--- config.mk ---
export PLATFORM = sky130hd
export DESIGN_NAME = led_rate_ctrl
export DESIGN_NICKNAME = d
export VERILOG_FILES = /design/src/rtl/led_rate_ctrl.sv
export SDC_FILE = /design/constraint.sdc
export NUM_CORES = 1
export LEC_CHECK = 0
export ABC_AREA = 1
export CORE_ASPECT_RATIO = 0.7
export CORE_MARGIN = 3
export CORE_UTILIZATION = 45
export CTS_BUF_LIST = sky130_fd_sc_hd__clkbuf_8
export DETAILED_ROUTE_END_ITERATION = 10
export HOLD_SLACK_MARGIN = 0.06
export SYNTH_ARGS = -nofsm -noshare
export SYNTH_HDL_FRONTEND = slang
export SYNTH_SLANG_ARGS = --single-unit
--- constraint.sdc ---
create_clock -name clk100 -period 3 [get_ports clk100]
set_input_delay 0.6 -clock clk100 [delete_from_list [all_inputs] [get_ports clk100]]
set_output_delay 0.6 -clock clk100 [all_outputs]
set_load 0.05 [all_outputs]
--- src/rtl/led_rate_ctrl.sv ---
// -----------------------------------------------------------------------------
// led_rate_ctrl
//
// Pushbutton front end for the LED blink counter. The raw button is
// synchronised into the clk100 domain and then debounced by a small FSM.
//   - short press (released before LONG_CNT cycles in PRESSED): the divider
//     steps to the next value, 1..DIV_MAX, and wraps from DIV_MAX to 1
//   - long press (held for LONG_CNT cycles): the divider is reloaded with
//     DIV_DEFAULT, even if it already holds that value
// Every divider update comes with a single-cycle write strobe, so the
// downstream counter restarts on the new rate straight away.
//
// Ports
//   clk100  in   1  system clock, 100 MHz, only clock of the block
//   rst     in   1  synchronous, active-high reset
//   btn_i   in   1  raw pushbutton, active-high, asynchronous and bouncy
//   div_o   out  5  divider value for the LED counter (registered)
//   wren_o  out  1  one-cycle strobe, high in the first cycle div_o holds a
//                   new value (registered)
//
// Parameters
//   DB_CNT       stable samples needed to accept a press or a release
//   LONG_CNT     cycles held in PRESSED before a long press fires
//   DIV_DEFAULT  divider value after reset and after a long press
//   DIV_MAX      highest divider value before wrapping back to 1
// -----------------------------------------------------------------------------
module led_rate_ctrl #(
    parameter logic [27:0] DB_CNT      = 28'd1_000_000,
    parameter logic [27:0] LONG_CNT    = 28'd100_000_000,
    parameter logic [4:0]  DIV_DEFAULT = 5'h05,
    parameter logic [4:0]  DIV_MAX     = 5'h14
) (
    input  logic       clk100,
    input  logic       rst,
    input  logic       btn_i,
    output logic [4:0] div_o,
    output logic       wren_o
);

    // Terminal counts: a state is left on the cycle the counter already
    // holds N-1, so the state dwells exactly N cycles.
    localparam logic [27:0] DB_LAST   = DB_CNT - 28'd1;
    localparam logic [27:0] LONG_LAST = LONG_CNT - 28'd1;
    localparam logic [27:0] CNT_SAT   = 28'hFFF_FFFF;

    typedef enum logic [2:0] {
        ST_IDLE       = 3'd0,
        ST_DB_PRESS   = 3'd1,
        ST_PRESSED    = 3'd2,
        ST_HELD       = 3'd3,
        ST_DB_RELEASE = 3'd4
    } state_t;

    // Synchroniser stages; sync_btn_r is the only view of the button the
    // FSM ever uses.
    logic        sync_meta_r;
    logic        sync_btn_r;
    logic        btn_s;

    state_t      state_r;
    logic [27:0] cnt_r;
    logic        short_r;
    logic [4:0]  div_r;
    logic        wren_r;

    // Next divider value for a short press. Anything at or above DIV_MAX,
    // or an impossible 0, falls back to 1 so the output can never leave
    // the range 1..DIV_MAX.
    function automatic logic [4:0] next_div(input logic [4:0] cur);
        logic [4:0] nxt;
        if ((cur >= DIV_MAX) || (cur == 5'd0)) begin
            nxt = 5'd1;
        end else begin
            nxt = cur + 5'd1;
        end
        return nxt;
    endfunction

    // Saturating increment used while the button stays held after a long
    // press; the counter must never wrap back into a terminal count.
    function automatic logic [27:0] sat_inc(input logic [27:0] cur);
        logic [27:0] nxt;
        if (cur == CNT_SAT) begin
            nxt = cur;
        end else begin
            nxt = cur + 28'd1;
        end
        return nxt;
    endfunction

    assign btn_s = sync_btn_r;

    // Two-flop synchroniser for the asynchronous button pin.
    always_ff @(posedge clk100) begin
        if (rst) begin
            sync_meta_r <= 1'b0;
            sync_btn_r  <= 1'b0;
        end else begin
            sync_meta_r <= btn_i;
            sync_btn_r  <= sync_meta_r;
        end
    end

    // Debounce / press-classification FSM with registered divider and strobe.
    always_ff @(posedge clk100) begin
        if (rst) begin
            state_r <= ST_IDLE;
            cnt_r   <= 28'd0;
            short_r <= 1'b0;
            div_r   <= DIV_DEFAULT;
            wren_r  <= 1'b0;
        end else begin
            // The strobe is a pulse: only the update branches raise it.
            wren_r <= 1'b0;

            case (state_r)
                ST_IDLE: begin
                    cnt_r   <= 28'd0;
                    short_r <= 1'b0;
                    if (btn_s) begin
                        state_r <= ST_DB_PRESS;
                    end else begin
                        state_r <= ST_IDLE;
                    end
                end

                ST_DB_PRESS: begin
                    if (!btn_s) begin
                        // Glitch shorter than the debounce window: drop it.
                        state_r <= ST_IDLE;
                        cnt_r   <= 28'd0;
                    end else if (cnt_r == DB_LAST) begin
                        state_r <= ST_PRESSED;
                        cnt_r   <= 28'd0;
                    end else begin
                        state_r <= ST_DB_PRESS;
                        cnt_r   <= cnt_r + 28'd1;
                    end
                end

                ST_PRESSED: begin
                    if (!btn_s) begin
                        // Released before the long-press time: short press,
                        // acted on once the release has debounced.
                        state_r <= ST_DB_RELEASE;
                        cnt_r   <= 28'd0;
                        short_r <= 1'b1;
                    end else if (cnt_r == LONG_LAST) begin
                        // Long press: reload the default and strobe even if
                        // the value does not change.
                        state_r <= ST_HELD;
                        cnt_r   <= 28'd0;
                        div_r   <= DIV_DEFAULT;
                        wren_r  <= 1'b1;
                    end else begin
                        state_r <= ST_PRESSED;
                        cnt_r   <= cnt_r + 28'd1;
                    end
                end

                ST_HELD: begin
                    if (!btn_s) begin
                        // The long press already acted; the release must not.
                        state_r <= ST_DB_RELEASE;
                        cnt_r   <= 28'd0;
                        short_r <= 1'b0;
                    end else begin
                        state_r <= ST_HELD;
                        cnt_r   <= sat_inc(cnt_r);
                    end
                end

                ST_DB_RELEASE: begin
                    if (btn_s) begin
                        // Release bounce: restart the window, never go back
                        // to PRESSED.
                        state_r <= ST_DB_RELEASE;
                        cnt_r   <= 28'd0;
                    end else if (cnt_r == DB_LAST) begin
                        state_r <= ST_IDLE;
                        cnt_r   <= 28'd0;
                        short_r <= 1'b0;
                        if (short_r) begin
                            div_r  <= next_div(div_r);
                            wren_r <= 1'b1;
                        end else begin
                            div_r  <= div_r;
                            wren_r <= 1'b0;
                        end
                    end else begin
                        state_r <= ST_DB_RELEASE;
                        cnt_r   <= cnt_r + 28'd1;
                    end
                end

                default: begin
                    // Unreachable encodings recover to a clean idle state.
                    state_r <= ST_IDLE;
                    cnt_r   <= 28'd0;
                    short_r <= 1'b0;
                end
            endcase
        end
    end

    assign div_o  = div_r;
    assign wren_o = wren_r;

endmodule

Word-level counts from Yosys, hierarchy flattened --
Cells that the tools add are included.
Word-level totals: register bits after elaboration 40, latch bits 0, bits in writable memories 0, memory bits (read-only) 0, input bits 3, output and inout bits 6, logic and storage cells 67, memories kept 0
Cells by class: add/subtract/negate cells 2, $mul 0, divide/modulo/power cells 0, $lt $le $gt $ge 1, equal/unequal tests 15, shift operators 0, multiplexer cells 35, bitwise logic cells 1, reduce and logical (&&, ||, !) cells 6
Operators with widths (count):
- $mux 28 | 7
- $pmux 28 s4 | 1
- $mux 5 | 6
- $add 28x1->28 const B | 1
- $eq 28x20->1 const B | 1
- $eq 28x27->1 const B | 1
- $eq 28x28->1 const B | 1
- $pmux 3 s5 | 1
- $ne 2x2->1 const B | 7
- $mux 3 | 4
- $mux 1 | 11
- $pmux 5 s2 | 1
- $eq 3x2->1 const B | 2
- $reduce_and 6->1 | 1
- $add 5x1->5 const B | 1
- $ge 5x5->1 const B | 1
- $logic_not 5->1 | 1
- $reduce_and 5->1 | 1
- $mux 2 | 2
- $pmux 1 s4 | 1
- $eq 3x1->1 const B | 1
- $eq 3x3->1 const B | 1
- $logic_not 3->1 | 1
- $ne 3x3->1 const B | 1
- 4 further kinds | 4

Depth between registers and ports, before layout --
Gate-level depths: netlist of the first run.
depth after elaboration 7, gate-level depth with buffers 12, gate-level depth less buffers 12

Least setup slack after synthesis of the first run --
No wires, ideal clock.
path type register to register, start point register cnt_r[0], end point register cnt_r[21], library setup time 116 ps, data arrival time 1600 ps, data required time 2884 ps, setup slack 1284 ps, stages on the path, launching flop included 12, path buffers 1, period minus slack after synthesis 1716 ps, path through dfxtp_1 -> ha_1 -> nand2_1 -> nor2_2 -> nand2_1 -> inv_2 -> nand3_1 -> nand2_1 -> nand2_2 -> o21ai_4 -> buf_6 -> nor2_1
On the way: word-level cells in the longest chain between the ends 4, elaborated cells between the ends (all ways) 13, those cells by class add/sub (1); eq/ne (4); mux (8)
Ends and longest elaborated chain:
- from (decl) | RTL line 61 | logic [27:0] cnt_r;
- from (signal assigned) | RTL line 137 | cnt_r <= cnt_r + 28'd1;
- from (signal assigned) | RTL line 157 | cnt_r <= cnt_r + 28'd1;
- from (signal assigned) | RTL line 169 | cnt_r <= sat_inc(cnt_r);
- $add 28x1->28, or another cell as far along
- $mux 28, on equally long branches (2 in series)
- $pmux 28 s4 | RTL line 116 | case (state_r)
Parallel ways exist; a longest one is shown, timed or not. The select of a mux whose other input is x is not followed. A chain may end at the register's enable or synchronous reset.

Worst setup path after layout of the first run --
start point register cnt_r[0], end point register cnt_r[16]
The elaborated chain is that of the path after synthesis.

==> results of run 1 <==
## metal layers
metal / GRT usage / vias up
met2: 0.295 / 40
met4: 0.0486 / 0
met1: 0.309 / 1043
met5: 0 / -
li1: - / 1274
met3: 0.0401 / 5
## per-stage QoR
stage	power, mW	instance area, sq um	cells	util	setup WS, ns
6_report	0.928	2680	471	0.533	0.805
5_1_grt	0.964	2680	471	0.533	0.586
4_1_cts	0.943	2680	471	0.533	0.791
3_5_place_dp	0.564	2580	463	0.515	0.832
3_3_place_gp	0.564	2580	463	0.515	0.836
2_1_floorplan	0.558	2450	390	-	1.28
## area by class of cell
class	count	area (sq um)
timing repair buffer	10	95.1
sequential	40	801
tap	69	86.3
clock inverter	2	10.0
clock buffer	6	82.6
inverter	40	150
fill	543	2340
multi-input combinational	304	1450
## cells in the mapped netlist, drive strengths merged
master  number
nor3         5
dfxtp       40
a311oi       1
nand2       92
nor2        97
xnor2        2
nand3       30
a21boi       1
nand4       13
nand2b       1
clkbuf       2
nand3b       1
buf          4
or2          1
a41oi        1
ha           3
o21ai       27
xor2         9
a21oi       19
inv         40
nor3b        1
## cell usage in the layout, fill, tap and decap left out, drive strengths merged
cell and n:
buf 2, nor2 97, nor3 5, or2 1, a21boi 1, a21oi 19, clkdlybuf4s50 8, dfxtp 40
nand2b 1, ha 3, xor2 9, xnor2 2, nand3b 1, o21ai 27, a41oi 1, a311oi 1
clkinv 2, nand4 13, nor3b 1, nand2 92, nand3 30, inv 40, clkbuf 6
## state kept, by name (all words and copies together) (netlist names)
name	count
wren_o	1
state_r	3
btn_s	1
div_o	5
sync_meta_r	1
short_r	1
cnt_r	28
## power by group through the flow
stage | sequential [mW] | clock (mW) | combinational (mW)
4_1_cts | 0.535 | 0.391 | 0.0170
5_1_grt | 0.535 | 0.409 | 0.0193
3_5_place_dp | 0.547 | 0 | 0.0169
6_report | 0.535 | 0.376 | 0.0171
2_1_floorplan | 0.546 | 0 | 0.0121
3_3_place_gp | 0.547 | 0 | 0.0170
## cell families after synthesis
family / count (synthesis) / synth area share
compound gates: 49 / 0.109
xor+xnor: 11 / 0.0393
fa+ha+maj: 3 / 0.0153
buf+inv: 46 / 0.0802
flops: 40 / 0.327
simple gates: 241 / 0.429
## critical path, stage by stage, from the launching register on
cell	delay, ns
dfxtp_1	0.40
ha_1	0.19
nand2_1	0.08
nor2_2	0.15
nand3_1	0.19
nor2_4	0.18
nand3_4	0.29
nand2_1	0.33
nor2_1	0.07
o21ai_0	0.09
a21oi_1	0.09
## final timing paths
kind                to  slack, ns   startpoint
min reg2reg      btn_s       0.40  sync_meta_r
max          cnt_r[16]       0.80     cnt_r[0]
max reg2reg  cnt_r[16]       0.80     cnt_r[0]
min              btn_s       0.40  sync_meta_r
==> flow_summary.ini, run 1 <==
[layout]
diodes = 0
drive_gt1_frac = 0.0622
num-nets-final = 407
syn_to_final_growth_pct = 9.30

[power_and_ir_drop]
p_comb_frac = 0.018
cellInternalPower_uw = 722
netSwitchingFraction = 0.222
ir_worst_vdd_v = 0.000258
seqPwrFrac = 0.576
p_per_area_nw_per_um2 = 347
power_switching_uw = 206
leakage_nw = 0.928
pwr-share-clk = 0.405

[timing]
worstMarginPinSlew_ns = 0.515
hold_viol = 0
holdWs_ns = 0.405
setup_viol = 0
skew_ns = 0.00413
fmax_mhz = 455
post-route-period-util = 0.732
fin_crit_ns = 2.20
maxSlewHeadroom = 0.655
finalMaxSlewViolations = 0
grt_setup_unrepaired = false
tns_ns = 0

[synth]
synthDominantCellAreaShare = 0.327
yosysSeqAreaShare = 0.327
yosysTopAreaCell = dfxtp_1
synth.ff_latch_count = 40
netlist_area_sq_um = 2450
syn_avg_cell_area_sq_um = 6.28
synth_area_leaders = dfxtp_1, nor2_1, nand2_1, nand3_1, inv_1
synth_nets = 396
ys_warn_count = 0
synthCells = 390
yosysUniqueCellTypes = 31

[worst_setup_path]
path_class = reg2reg
critPathMaxFanout = 26
crit_required_ns = 3.17
cp.arrival_ns = 2.37
cp-start-kind = flop
r2r_cells = 10
endpoint_kind = flop

[routing]
met2_length_mm = 2.33
top_layer_used = met4
wl_per_cell_um = 12.6
via_per_inst = 5.01
dr.pass1.iters = 4
wl_mm = 5.92
drc = 0
wl_met3_um = 286
ant_nets = 0
met1_length_mm = 3.25
drtIter0Drc = 157
vias = 2362

[global_route]
grt_max_degree = 27
grt_overflow_total = 0
grt_pass1_wl_mm = 10.0
grt_pass1_vias = 2117
grt_use_total = 0.205
antenna_found_initial = 0

[die]
fp.dieW_um = 94.2
die_h_um = 67.7
initial_core_util = 0.488
core-area_sq_um = 5020
dieArea_sq_um = 6380
placementRows = 21
io_pins = 9

[placement]
numPortBuffers = 8
dp_hpwl_mm = 4.47
routabilityCongestion = 0.879

[job]
maxCapViolations = 0

[clock_network]
cts.clk_slew.worst_paths_ns = 0.08
clock_sinks = 40
h-tree-depth = 2
cts_tree = yes
clock_path_buffers = 2
ctsResizeCount = 0
clock_latency_ns = 0.29
cts_root_buffer = clkbuf_8
postCtsSetupBuffers = 0
ctsHoldBuffers = 0
numCtsBuffers = 5

[min_path]
hold_path_class = reg2reg
holdPathStages = 2

[outcome]
status = finished clean
Note: power is estimated with default switching activity, not from simulation.
==> run 2, diff against run 1 <==
==> constraint.sdc (replaced) <==
create_clock -name clk100 -period 2.25 [get_ports clk100]
set_input_delay 0.45 -clock clk100 [delete_from_list [all_inputs] [get_ports clk100]]
set_output_delay 0.45 -clock clk100 [all_outputs]
set_load 0.05 [all_outputs]
==> run 2 against run 1 <==
Flip-flop and latch count did not move. Combinational power rose by 35%. Critical path depth decreased by 9. Via count up 3.5%. Clock-buffer cell count unchanged. Clock skew grew 0.0026 ns. Sequential share of layout area shrank 0.71 points. Core utilization up 1.3 points. Register-to-register slack got worse by 0.50 ns. Clock power increased by 32%. Die area is the same. Design area grew 2.4%. Critical endpoint is now div_o[2].
==> flow_summary.ini, run 2 (synthesis results as in run 1) <==
[clock_network]
numCtsBuffers = 5
h-tree-depth = 2
clock_latency_ns = 0.29
clock_sinks = 40
cts_root_buffer = clkbuf_8
cts_tree = yes
clock_path_buffers = 2
ctsHoldBuffers = 0
cts.clk_slew.worst_paths_ns = 0.08

[min_path]
holdPathStages = 2
min-delay-start = sync_meta_r
hold_end = btn_s
hold_path_class = reg2reg

[layout]
final_common_cell = nor2_1
nFillCells = 519
regArea_sq_um = 801
num-nets-final = 413
largest_register = cnt_r
final_cell_mix = nor2_1, nand2_1, dfxtp_1
multi_input_area_sq_um = 1460
design_area_sq_um = 2740
largest_register_ffs = 28
diodes = 0
syn_to_final_growth_pct = 12.0
drive_gt1_frac = 0.0784

[outcome]
status = finished clean

[worst_setup_path]
path_class = reg2out
r2r_cells = 11
cp-start-kind = flop
crit_required_ns = 1.80
cp_slowest_cell = clkdlybuf4s50_1
r2r_end = cnt_r[27]
critPathMaxFanout = 7
path_buf_inv = 1
endpoint_kind = output port
timing.critical_path.from = div_o[2]
reg2reg_from = cnt_r[0]
crit_cells = 1
ff2ff_setup_slack_ns = 0.30
worstPathCellList = clkdlybuf4s50_1
cp.arrival_ns = 1.60
critical_path.max_stage_delay_ns = 0.85
cp_top_family = buffers and inverters

[timing]
finalMaxSlewViolations = 0
fin_crit_ns = 2.05
worstMarginPinSlew_ns = 0.506
hold_viol = 0
post-route-period-util = 0.911
tns_ns = 0
grt_setup_unrepaired = false
setup_viol = 0
fmax_mhz = 488
maxSlewHeadroom = 0.661
skew_ns = 0.00676

[die]
core-area_sq_um = 5020
fp.dieW_um = 94.2
placementRows = 21
die_h_um = 67.7
initial_core_util = 0.488
io_pins = 9
dieArea_sq_um = 6380

[routing]
wl_per_cell_um = 12.7
via_per_inst = 5.13
vias = 2445
ant_nets = 0
drc = 0
drtIter0Drc = 169
dr.pass1.iters = 4
wl_mm = 6.08

[global_route]
grt_overflow_total = 0
grt_max_degree = 19
grt_pass1_wl_mm = 10.7
grt_use_total = 0.214
grt_pass1_vias = 2192
antenna_found_initial = 0

[placement]
dp_hpwl_mm = 4.57
placed_area_sq_um = 2630
routabilityCongestion = 0.888
numPortBuffers = 8

[power_and_ir_drop]
p_per_area_nw_per_um2 = 449
leakage_nw = 0.966
ir_worst_vdd_v = 0.000285

[job]
maxCapViolations = 0
==> run 2: cell types whose count changed in the layout (fill, tap and decap cells not counted), sizes merged <==
cell    delta
clkinv     -2
inv        +2
buf        +6
==> run 2: worst max path at each step <==
stage                      to  slack [ns]
global route        cnt_r[21]        0.02
CTS                  div_o[2]        0.20
detailed placement   cnt_r[7]        0.27
finish               div_o[2]        0.20
floorplan           cnt_r[21]        0.53
global placement     cnt_r[7]        0.31
==> run 2: what timing repair did <==
| item | CTS | global route |
|---|---|---|
| endpoints found under the setup margin | 0 | 7 |
| gates resized for setup | 0 | 3 |
| setup buffers | 0 | 1 |
==> run 2: tightest hold or removal path: stages (launching register included) <==
cell     delay [ns]
dfxtp_1        0.30
inv_1          0.04
nor2_1         0.03
==> run 2: through the flow <==
stage	instances	utilization	hold slack, ns	setup slack (ns)	total power, mW
3_5_place_dp	468	0.525	0.404	0.267	0.753
3_3_place_gp	468	0.525	0.391	0.308	0.753
4_1_cts	476	0.543	0.414	0.200	1.25
6_report	477	0.546	0.408	0.200	1.23
2_1_floorplan	390	-	0.388	0.534	0.744
5_1_grt	477	0.546	0.438	0.0153	1.29
==> run 2: routing by layer <==
metal  global-route usage  vias to the layer above  wire, um
li1                     -                     1286         -
met1                0.323                     1110      3340
met2                0.311                       45      2410
met3               0.0423                        4       282
met4               0.0486                        0        48
met5                    0                        -         0
==> run 2: layout make-up <==
cell class	count	area share
flip-flops and latches	40	0.292
clock buffers	6	0.0301
well taps	69	0.0315
multi-input cells	304	0.533
inverters	40	0.0548
repair buffers	16	0.0557
clock inverters	2	0.00274
==> run 2: report_power, final <==
part           internal [mW]  leakage [nW]  switching (mW)
Sequential             0.710         0.323         0.00312
Combinational        0.00840         0.589          0.0146
Clock                  0.242        0.0538           0.255
Total                  0.960         0.966           0.272
==> run 3, diff against run 2 <==
--- a/config.mk
+++ b/config.mk
@@ -12,6 +12,7 @@
 export CTS_BUF_LIST = sky130_fd_sc_hd__clkbuf_8
 export DETAILED_ROUTE_END_ITERATION = 10
 export HOLD_SLACK_MARGIN = 0.06
+export MAX_ROUTING_LAYER = met4
 export SYNTH_ARGS = -nofsm -noshare
 export SYNTH_HDL_FRONTEND = slang
 export SYNTH_SLANG_ARGS = --single-unit
==> run 3 against run 2 <==
Critical path depth is the same. Clock skew shrank 0.00071 ns. Die area is the same. Flip-flop and latch count did not move. Setup slack better by 0.0039 ns. First-iteration DRC count shrank 4.1%. Design area stayed put. Total power shrank 0.10%. Core utilization stayed put. Global-route usage increased by 0.68 points.
==> flow_summary.ini, run 3 (synthesis results as in run 1) <==
[die]
dieArea_sq_um = 6380
core-area_sq_um = 5020
placementRows = 21
io_pins = 9
die_h_um = 67.7
fp.dieW_um = 94.2
initial_core_util = 0.488

[worst_setup_path]
cp_top_family = buffers and inverters
cp_slowest_cell = clkdlybuf4s50_1
path_class = reg2out
critPathMaxFanout = 7
cp.arrival_ns = 1.60
critical_path.max_stage_delay_ns = 0.85
endpoint_kind = output port
crit_required_ns = 1.80
cp-start-kind = flop
worstPathCellList = clkdlybuf4s50_1
path_buf_inv = 1

[global_route]
antenna_found_initial = 0
grt_overflow_total = 0
grt_use_total = 0.221
grt_max_degree = 19
grt_pass1_wl_mm = 10.7
grt_pass1_vias = 2191

[clock_network]
numCtsBuffers = 5
cts_root_buffer = clkbuf_8
clock_sinks = 40
h-tree-depth = 2
clock_latency_ns = 0.29
cts_tree = yes
clock_path_buffers = 2
cts.clk_slew.worst_paths_ns = 0.08

[timing]
finalMaxSlewViolations = 0
maxSlewHeadroom = 0.661
fmax_mhz = 489
tns_ns = 0
setup_viol = 0
final.setup.worst_slack_ns = 0.204
worstMarginPinSlew_ns = 0.506
grt_setup_unrepaired = false
hold_viol = 0
post-route-period-util = 0.909
fin_crit_ns = 2.05
skew_ns = 0.00605

[layout]
multi_input_area_sq_um = 1460
num-nets-final = 413
utilization = 0.546
largest_register = cnt_r
regArea_sq_um = 801
largest_register_ffs = 28
final_cell_mix = nor2_1, nand2_1, dfxtp_1
nFillCells = 519
drive_gt1_frac = 0.0784
diodes = 0
final_common_cell = nor2_1
syn_to_final_growth_pct = 12.0

[routing]
dr.pass1.iters = 4
ant_nets = 0
drtIter0Drc = 162
wl_mm = 6.09
vias = 2424
via_per_inst = 5.08
wl_per_cell_um = 12.8
drc = 0

[outcome]
status = finished clean

[placement]
numPortBuffers = 8
place_ws_ns = 0.267
routabilityCongestion = 0.903
dp_hpwl_mm = 4.57

[power_and_ir_drop]
seqPwrFrac = 0.579
p_per_area_nw_per_um2 = 449
netSwitchingFraction = 0.220
cellInternalPower_uw = 960
p_comb_frac = 0.019
leakage_nw = 0.966
power_switching_uw = 271
pwr-share-clk = 0.402
ir_worst_vdd_v = 0.000284

[job]
maxCapViolations = 0

[min_path]
hold_path_class = reg2reg
run 3: cell counts in the layout (fill, tap and decap cells not counted):
Identical to the previous run, type by type.
run 3: repair_timing:
action                                 in CTS  in global routing
gates resized for setup                     0                  3
buffers inserted                            0                  1
setup endpoints to repair                   0                  7
endpoints found under the hold margin       0                  0
hold buffers                                0                  0
run 3: worst paths after layout:
| kind | slack, ns | cells past startpoint | startpoint | to |
|---|---|---|---|---|
| setup / recovery | 0.20 | 1 | div_o[2] | div_o[2] |
| hold reg to reg | 0.41 | 2 | sync_meta_r | btn_s |
| setup reg to reg | 0.29 | 11 | cnt_r[0] | cnt_r[27] |
| hold / removal | 0.41 | 2 | sync_meta_r | btn_s |
run 3: power groups by stage:
| stage | registers, mW | clock network [mW] | logic [mW] |
|---|---|---|---|
| finish | 0.713 | 0.495 | 0.0232 |
| global route | 0.713 | 0.547 | 0.0262 |
| CTS | 0.713 | 0.512 | 0.0233 |
| detailed placement | 0.729 | 0 | 0.0231 |
| global placement | 0.729 | 0 | 0.0232 |
| floorplan | 0.727 | 0 | 0.0162 |
run 3: final cells by class:
cell class | count | area share
clock buffers | 6 | 0.0301
repair buffers | 16 | 0.0557
multi-input cells | 304 | 0.533
clock inverters | 2 | 0.00274
flip-flops and latches | 40 | 0.292
inverters | 40 | 0.0548
well taps | 69 | 0.0315
run 3: metal layers:
metal | global-route usage | part of all wire | wire [um] | vias up
met5 | - | 0 | 0 | -
met4 | 0.0486 | 0.0084 | 51 | 0
met3 | 0.0423 | 0.040 | 241 | 4
met2 | 0.311 | 0.39 | 2370 | 40
met1 | 0.324 | 0.56 | 3430 | 1093
li1 | - | - | - | 1287
run 3: stage by stage:
step / hold WS [ns] / std cells / instance area [sq um] / total power [mW]
2_1_floorplan: 0.388 / 390 / 2450 / 0.744
3_3_place_gp: 0.391 / 468 / 2630 / 0.753
6_report: 0.408 / 477 / 2740 / 1.23
3_5_place_dp: 0.404 / 468 / 2630 / 0.753
5_1_grt: 0.438 / 477 / 2740 / 1.29
4_1_cts: 0.414 / 476 / 2720 / 1.25
